--- config.mk ---
export PLATFORM = sky130hd
export DESIGN_NAME = stack_ctrl
export DESIGN_NICKNAME = d
export VERILOG_FILES = /design/src/rtl/stack_pkg.sv /design/src/rtl/stack_depth_cnt.sv /design/src/rtl/stack_ctrl.sv
export SDC_FILE = /design/constraint.sdc
export NUM_CORES = 1
export LEC_CHECK = 0
export ABC_CLOCK_PERIOD_IN_PS = 4900
export CORE_ASPECT_RATIO = 1.25
export CORE_MARGIN = 2
export CORE_UTILIZATION = 40
export CTS_CLUSTER_SIZE = 12
export DETAILED_ROUTE_END_ITERATION = 10
export PLACE_DENSITY = 0.79
export SLEW_MARGIN = 20
export SYNTH_ARGS = -nofsm -noshare
export SYNTH_HDL_FRONTEND = slang
export SYNTH_HIERARCHICAL = 1
export SYNTH_SLANG_ARGS = --single-unit
--- constraint.sdc ---
create_clock -name clk -period 4.9 [get_ports clk]
set_input_delay 0.98 -clock clk [delete_from_list [all_inputs] [get_ports clk]]
set_output_delay 0.98 -clock clk [all_outputs]
set_load 0.03 [all_outputs]
--- src/rtl/stack_pkg.sv ---
// Shared constants for the return-address stack controller:
// size defaults, FSM state codes and stack command encodings.
package stack_pkg;

  localparam int TAM_DEF    = 16;
  localparam int NSTACK_DEF = 8;

  localparam logic [1:0] ST_IDLE = 2'd0;
  localparam logic [1:0] ST_PUSH = 2'd1;
  localparam logic [1:0] ST_POP  = 2'd2;
  localparam logic [1:0] ST_REC  = 2'd3;

  localparam logic [1:0] CTRL_IDLE = 2'b00;
  localparam logic [1:0] CTRL_PUSH = 2'b01;
  localparam logic [1:0] CTRL_POP  = 2'b10;

  typedef enum logic [1:0] {
    OP_CALL,
    OP_RET,
    OP_IRQ
  } op_e;

endpackage

--- src/rtl/stack_depth_cnt.sv ---
// Saturating occupancy counter for the hardware stack,
// with full/empty decode.
module stack_depth_cnt
  import stack_pkg::*;
#(
  parameter  int NStack = NSTACK_DEF,
  localparam int DW     = $clog2(NStack + 1)
) (
  input  logic          clk,
  input  logic          rst,
  input  logic          inc,
  input  logic          dec,
  output logic [DW-1:0] depth,
  output logic          full,
  output logic          empty
);

  // A push at full overwrites the oldest entry, so depth holds.
  always_ff @(posedge clk) begin
    if (rst) begin
      depth <= '0;
    end else if (inc && !full) begin
      depth <= depth + 1'b1;
    end else if (dec && !empty) begin
      depth <= depth - 1'b1;
    end
  end

  assign full  = (depth == DW'(NStack));
  assign empty = (depth == '0);

endmodule

--- src/rtl/stack_ctrl.sv ---
// Call/return stack controller: arbitrates push/pop requests.
// Optional interrupt push port enabled by STACK_CTRL_IRQ_EN.
module stack_ctrl
  import stack_pkg::*;
#(
  parameter int TAM    = TAM_DEF,
  parameter int NStack = NSTACK_DEF
) (
  input  logic                         clk,
  input  logic                         rst,
  input  logic                         callReq,
  input  logic                         retReq,
`ifdef STACK_CTRL_IRQ_EN
  input  logic                         irqReq,
  output logic                         irqAck,
`endif
  input  logic [TAM-1:0]               PCIn,
  input  logic [2:0]                   flagsIn,
  input  logic                         clrErr,
  output logic [1:0]                   stackCtrl,
  output logic [TAM-1:0]               stackPC,
  output logic [2:0]                   stackFlags,
  output logic                         callAck,
  output logic                         retAck,
  output logic                         busy,
  output logic [$clog2(NStack+1)-1:0]  depth,
  output logic                         full,
  output logic                         empty,
  output logic                         overflow,
  output logic                         underflow
);

  logic [1:0] state_q;
  logic [1:0] state_d;
  logic [1:0] ctrl_d;
  op_e        op_q;
  op_e        op_d;
  logic       ld;
  logic       unf_set;
  logic       ovf_set;
  logic       rec_d;
  logic       irq_go;
  logic [2:0] gnt;

`ifdef STACK_CTRL_IRQ_EN
  assign irq_go = irqReq;
`else
  assign irq_go = 1'b0;
`endif

  assign gnt = {irq_go,
                callReq & ~irq_go,
                retReq & ~callReq & ~irq_go};

  always_comb begin
    state_d = state_q;
    op_d    = op_q;
    ctrl_d  = CTRL_IDLE;
    ld      = 1'b0;
    unf_set = 1'b0;
    unique case (state_q)
      ST_IDLE: begin
        unique case (1'b1)
          gnt[2]: begin
            state_d = ST_PUSH;
            op_d    = OP_IRQ;
            ctrl_d  = CTRL_PUSH;
            ld      = 1'b1;
          end
          gnt[1]: begin
            state_d = ST_PUSH;
            op_d    = OP_CALL;
            ctrl_d  = CTRL_PUSH;
            ld      = 1'b1;
          end
          gnt[0]: begin
            op_d = OP_RET;
            if (!empty) begin
              state_d = ST_POP;
              ctrl_d  = CTRL_POP;
            end else begin
              state_d = ST_REC;
              unf_set = 1'b1;
            end
          end
          default: ;
        endcase
      end
      ST_PUSH: state_d = ST_REC;
      ST_POP:  state_d = ST_REC;
      ST_REC:  state_d = ST_IDLE;
      default: state_d = ST_IDLE;
    endcase
  end

  assign rec_d   = (state_d == ST_REC);
  assign ovf_set = (state_q == ST_PUSH) && full;

  always_ff @(posedge clk) begin
    if (rst) begin
      state_q    <= ST_IDLE;
      op_q       <= OP_CALL;
      stackCtrl  <= CTRL_IDLE;
      stackPC    <= '0;
      stackFlags <= '0;
      callAck    <= 1'b0;
      retAck     <= 1'b0;
      busy       <= 1'b0;
      overflow   <= 1'b0;
      underflow  <= 1'b0;
    end else begin
      state_q   <= state_d;
      op_q      <= op_d;
      stackCtrl <= ctrl_d;
      if (ld) begin
        stackPC    <= PCIn;
        stackFlags <= flagsIn;
      end
      callAck   <= rec_d && (op_d == OP_CALL);
      retAck    <= rec_d && (op_d == OP_RET);
      busy      <= (state_d != ST_IDLE);
      // a new error in the clear cycle takes precedence
      overflow  <= ovf_set | (overflow & ~clrErr);
      underflow <= unf_set | (underflow & ~clrErr);
    end
  end

`ifdef STACK_CTRL_IRQ_EN
  always_ff @(posedge clk) begin
    if (rst) begin
      irqAck <= 1'b0;
    end else begin
      irqAck <= rec_d && (op_d == OP_IRQ);
    end
  end
`endif

  stack_depth_cnt #(
    .NStack(NStack)
  ) u_depth (
    .clk  (clk),
    .rst  (rst),
    .inc  (state_q == ST_PUSH),
    .dec  (state_q == ST_POP),
    .depth(depth),
    .full (full),
    .empty(empty)
  );

endmodule

==> results.json, run 1 <==
{
  "ys_ff_latch": 34,
  "dr_total_vias": 1283,
  "postPlaceCellArea_um2": 1988,
  "multiInputGateArea_um2": 689.4,
  "place_congestion": 0.7114,
  "finalInstanceArea_um2": 2078,
  "worstMarginPinSlew_ns": 0.6698,
  "min_delay_path_depth": 2,
  "period_share_pct": 62.49,
  "viasPerCell": 4.973,
  "worstPathBufferInverterCount": 1,
  "nFillCells": 317,
  "finalNonFillerCells": 258,
  "r2r_slack_ns": 2.41,
  "grt_pass1_vias": 1143,
  "ys_top_cells_by_area": "dfxtp_1 (47%), nand2_1 (11%), a21oi_1 (8.7%)",
  "die_x_um": 57.62,
  "seq_area_um2": 680.7,
  "placed_cells": 250,
  "yosysTopAreaCell": "dfxtp_1",
  "wirelength_mm": 3.096,
  "drv_slew": 0,
  "drc": 0,
  "root_buffer": "clkbuf_8",
  "period_needed_ns": 3.062,
  "post_cts_buffers": 0,
  "clockBufferDepth": 2,
  "layout_commonest_cell": "clkdlybuf4s50_1",
  "die-area_um2": 4092,
  "cts.clk_slew.worst_paths_ns": 0.07,
  "grt.total_usage_pct": 15.93,
  "drive_gt1_share_pct": 8.219,
  "cts_made_buffers": 5,
  "skew_ns": 0.005719,
  "synth_top_area_share_pct": 47.35,
  "grt_pass1_wl_mm": 4.947,
  "grt_max_degree": 33,
  "postRouteAntennaNets": 0,
  "synth_cell_types": 37,
  "p_per_area_nw_per_um2": 608.4,
  "critPathRequiredTime_ns": 3.92,
  "peakVddDrop_mv": 0.4896,
  "cts_tree": "yes",
  "relSlewSlack_pct": 55.24,
  "core_area_um2": 3453,
  "cp_cell_sequence": "nor4_1 > clkdlybuf4s50_1",
  "cp_max_fo": 6,
  "p_leak_nw": 0.7875,
  "antenna_cells": 0,
  "rows": 24,
  "fmax_ghz": 0.3266,
  "ys_seq_area_share_pct": 47.35,
  "syn_area_per_cell_um2": 8.766,
  "wl_per_cell_um": 12.00,
  "hpwl_mm": 2.206,
  "crit_slowest_cell": "clkdlybuf4s50_1",
  "holdBufCountCts": 0,
  "initialDrtViolationCount": 38,
  "cpPeakStageDelay_ns": 0.79,
  "rsz0062_at_grt": "no",
  "cts.repair.resized": 0,
  "io_buffers": 55,
  "clk_latency_ns": 0.29,
  "syn2layout_area_growth_pct": 44.56,
  "arrival_ns": 2.08,
  "hold_violations": 0,
  "startpoint_type": "flop",
  "cap_violations": 0,
  "ys_warn_count": 6,
  "netlist_area_um2": 1438,
  "ios": 56,
  "syn_inst": 164,
  "crit_family": "buffers and inverters",
  "die_h_um": 71.03,
  "final_cell_mix": "clkdlybuf4s50_1 (54), nand2_1 (43), dfxtp_1 (34)",
  "total_power_mw": 1.264,
  "nets": 248,
  "h-tree-depth": 2,
  "grt-ovfl-total": 0,
  "first_pass_iters": 4,
  "crit_cells": 2,
  "r2r_cells": 8,
  "initial_core_util_pct": 41.63,
  "hold_slack_ns": 0.4524,
  "antenna_found_initial": 0,
  "status": "completed",
  "clkSinkCount": 34,
  "finalSetupTns_ns": 0,
  "setup.worst_path.end_class": "output port",
  "syn_nets": 194,
  "worstSetupPathType": "reg2out",
  "setup_viol": 0,
  "holdCritPathClass": "reg2reg"
}
## cell families after synthesis
family / after synthesis / share of synthesized area (%)
flops: 34 / 47.35
compound gates: 42 / 19.67
xor+xnor: 2 / 1.219
buf+inv: 13 / 4.699
simple gates: 66 / 20.63
fa+ha+maj: 6 / 5.744
mux: 1 / 0.6963
## registers in the layout (all words and copies together), names as in the netlist, 2 cells and up
signal,flops
stackPC,16
u_depth/depth,4
stackFlags,3
op_q,2
stackCtrl,2
state_q,2
## worst paths after layout
path | start | to
hold reg to reg | stackPC[4] | stackPC[4]
setup / recovery | u_depth/depth[0] | empty
hold / removal | stackPC[4] | stackPC[4]
setup reg to reg | u_depth/depth[0] | u_depth/depth[3]
## metal layers
layer,GRT usage [%],wire length (um),vias to the layer above
met1,17.09,1273,583
li1,-,-,656
met2,26.52,1550,38
met5,0,0,-
met3,6.216,198,6
met4,8.527,74,0
## metrics by stage
stage	util, %	setup slack [ns]
floorplan	-	2.222
global route	60.18	1.732
detailed placement	57.57	2.067
CTS	60.33	1.844
global placement	57.57	2.050
finish	60.18	1.838
## power by group
part | switching, mW | internal (mW)
registers | 0.0501 | 0.342
logic | 0.382 | 0.273
clock network | 0.104 | 0.113
## synth_stat cells
cell type and n:
buf_1 2, nor2_1 8, buf_6 2, or3_4 1
ha_1 5, nand2b_1 3, fa_1 1, a211oi_1 2
a211oi_2 2, nand2_1 43, and2_4 1, and3b_1 1
a21oi_2 1, or2_1 1, a21o_1 1, a32oi_1 1
o21ai_0 3, mux2i_1 1, and2_1 1, a21oi_1 25
nor4_1 1, nor2b_1 1, a21o_2 1, nor3_1 2
dfxtp_1 34, and3_1 1, clkbuf_1 1, a221o_1 1
inv_1 5, a31o_2 1, a2111oi_4 1, a22oi_1 1
buf_2 3, or2b_2 1, o21bai_1 2, xnor2_1 2
and2b_1 1
## area by class of cell
type,instances,area share [%]
sequential,34,32.75
multi-input combinational,117,33.17
clock buffer,6,3.974
clock inverter,2,0.6020
inverter,5,0.9031
timing repair buffer,55,26.25
tap,39,2.348
## worst reg2reg max path, stage by stage (launching register included)
cell       delay, ns
dfxtp_1         0.38
nor3_1          0.43
and2_1          0.24
nand2b_1        0.20
ha_1            0.26
a21o_1          0.23
a2111oi_4       0.36
o21bai_1        0.17
a211oi_2        0.09
(Power assumes the default switching activity.)
==> run 2, diff against run 1 <==
Settings changed: ABC_CLOCK_PERIOD_IN_PS 4900 to 2530, CORE_UTILIZATION 40 to 39, PLACE_DENSITY 0.79 to 0.81.
Clock period 4.9 ns to 2.53 ns, I/O delays scaled along.
==> run 2 against run 1 <==
  * Count of clock-buffer cells in the layout down 1
  * Worst setup slack worse by 1.7 ns
  * Non-clock buffer count up 4
  * Die area up 2.4%
  * Routed wire length up 3.1%
  * Clock skew about the same
  * Cell count up 1.6%
  * Sequential share of layout area down 1.3 points
  * Sequential power up 92%
  * Core utilization up 1.4 points
  * Power up 110%
  * First-iteration DRC count down 24%
  * Largest power group unchanged
==> results.json, run 2 (synthesis results as in run 1) <==
{
  "status": "completed",
  "layout_commonest_cell": "clkdlybuf4s50_1",
  "final_cell_mix": "clkdlybuf4s50_1 (55), nand2_1 (43), dfxtp_1 (34)",
  "drv_slew": 0,
  "p_leak_nw": 0.8300,
  "period_share_pct": 94.17,
  "cts.clk_slew.worst_paths_ns": 0.07,
  "hpwl_mm": 2.337,
  "postRouteAntennaNets": 0,
  "ios": 56,
  "dr_total_vias": 1280,
  "relSlewSlack_pct": 65.25,
  "cp_max_fo": 5,
  "startpoint_type": "flop",
  "grt-ovfl-total": 0,
  "clockBufferDepth": 2,
  "holdCritPathClass": "reg2reg",
  "core_area_um2": 3513,
  "hold_violations": 0,
  "finalSetupTns_ns": 0,
  "antenna_found_initial": 0,
  "root_buffer": "clkbuf_8",
  "place_congestion": 0.7893,
  "grt.total_usage_pct": 16.61,
  "r2r_slack_ns": 0.26,
  "critPathRequiredTime_ns": 2.02,
  "setup.worst_path.end_class": "output port",
  "top_usage_layer": "met2",
  "startpoint": "u_depth/depth[0]",
  "r2r_end": "u_depth/depth[3]",
  "grtUsageMet3_pct": 3.249,
  "r2r_cells": 8,
  "nFillCells": 298,
  "peakVddDrop_mv": 0.8427,
  "worstMarginPinSlew_ns": 0.5196,
  "drive_gt1_share_pct": 10.31,
  "cp-endpoint": "empty",
  "setup_viol": 0,
  "h-tree-depth": 2,
  "largest_register_ffs": 16,
  "clk_latency_ns": 0.29,
  "antenna_cells": 0,
  "grt_pass1_vias": 1247,
  "holdBufCountCts": 0,
  "viasPerCell": 4.885,
  "intPower_mw": 1.625,
  "regMostFlops": "stackPC",
  "drc": 0,
  "wirelength_mm": 3.192,
  "rsz0062_at_grt": "no",
  "io_buffers": 55,
  "initial_core_util_pct": 40.92,
  "switchingPower_mw": 1.064,
  "die_x_um": 58.31,
  "die-area_um2": 4191,
  "met1_usage_pct": 19.78,
  "worstSetupPathType": "reg2out",
  "wl_per_cell_um": 12.18,
  "nets": 252,
  "die_h_um": 71.88,
  "syn2layout_area_growth_pct": 50.39,
  "arrival_ns": 1.88,
  "hold_slack_ns": 0.4560,
  "switching_share_pct": 39.56,
  "period_needed_ns": 2.383,
  "rows": 24,
  "grt_util_met2_pct": 27.59,
  "power_frac_clock_pct": 22.3,
  "cap_violations": 0,
  "fmax_ghz": 0.4197,
  "clkSinkCount": 34,
  "skew_ns": 0.005678,
  "power_frac_seq_pct": 28.0,
  "grt_pass1_wl_mm": 5.423,
  "r2r-start": "u_depth/depth[1]",
  "post_cts_buffers": 0,
  "cts_tree": "yes",
  "reg_top3": "stackPC (16), u_depth/depth (4), stackFlags (3)",
  "p_per_area_nw_per_um2": 1244,
  "initialDrtViolationCount": 29,
  "cts_made_buffers": 5,
  "grt_max_degree": 21,
  "p_comb_share_pct": 49.7,
  "first_pass_iters": 4
}
run 2: power by group through the flow:
stage	Clock, mW	Sequential (mW)	Combinational [mW]
after floorplan	0	0.965	0.701
after global placement	0	0.760	1.31
after detailed placement	0	0.765	1.34
after CTS	0.610	0.755	1.34
after global routing	0.634	0.773	1.45
final	0.599	0.754	1.34
run 2: layer usage:
metal  share of wire, %  vias up  wire length, um
li1                   -      665                -
met1                 43      569             1363
met2                 51       37             1622
met3                4.0        9              127
met4                2.5        0               79
met5                  0        -                0
run 2: how the worst min path moves through the flow:
stage / cells after the start / end / start / slack [ns]
floorplan: 1 / op_q[1] / op_q[1] / 0.48
global placement: 2 / stackFlags[0] / stackFlags[0] / 0.44
detailed placement: 2 / stackFlags[0] / stackFlags[0] / 0.45
CTS: 2 / stackFlags[0] / stackFlags[0] / 0.46
global route: 2 / stackPC[4] / stackPC[4] / 0.48
finish: 2 / stackPC[4] / stackPC[4] / 0.46
run 2: critical path, cell delays in order (launching register included):
cell and delay (ns):
dfxtp_1 0.32, buf_4 0.16, nor4_1 0.38, clkdlybuf4s50_1 0.74
run 2: through the flow:
step | instances | util [%] | total power, mW | worst slack (ns) | instance area, um^2
3_3_place_gp | 254 | 57.48 | 2.070 | 0.1783 | 2019
5_1_grt | 262 | 61.54 | 2.854 | 0.05773 | 2162
4_1_cts | 262 | 61.54 | 2.708 | 0.1327 | 2162
2_1_floorplan | 164 | - | 1.665 | 0.02917 | 1439
3_5_place_dp | 254 | 57.48 | 2.101 | 0.09001 | 2019
6_report | 262 | 61.54 | 2.689 | 0.1474 | 2162
run 2: layout make-up:
type / instances / area [um^2] / share of cell area [%]
inverters: 5 / 18.77 / 0.8681
multi-input cells: 117 / 695.7 / 32.18
flip-flops and latches: 34 / 680.7 / 31.48
well taps: 39 / 48.80 / 2.257
clock inverters: 3 / 68.82 / 3.183
repair buffers: 59 / 580.6 / 26.85
clock buffers: 5 / 68.82 / 3.183
run 2: timing repair:
item | 4_1_cts | 5_1_grt
setup endpoints to repair | 1 | 0
endpoints found under the hold margin | 0 | 0
resized for setup | 1 | 0
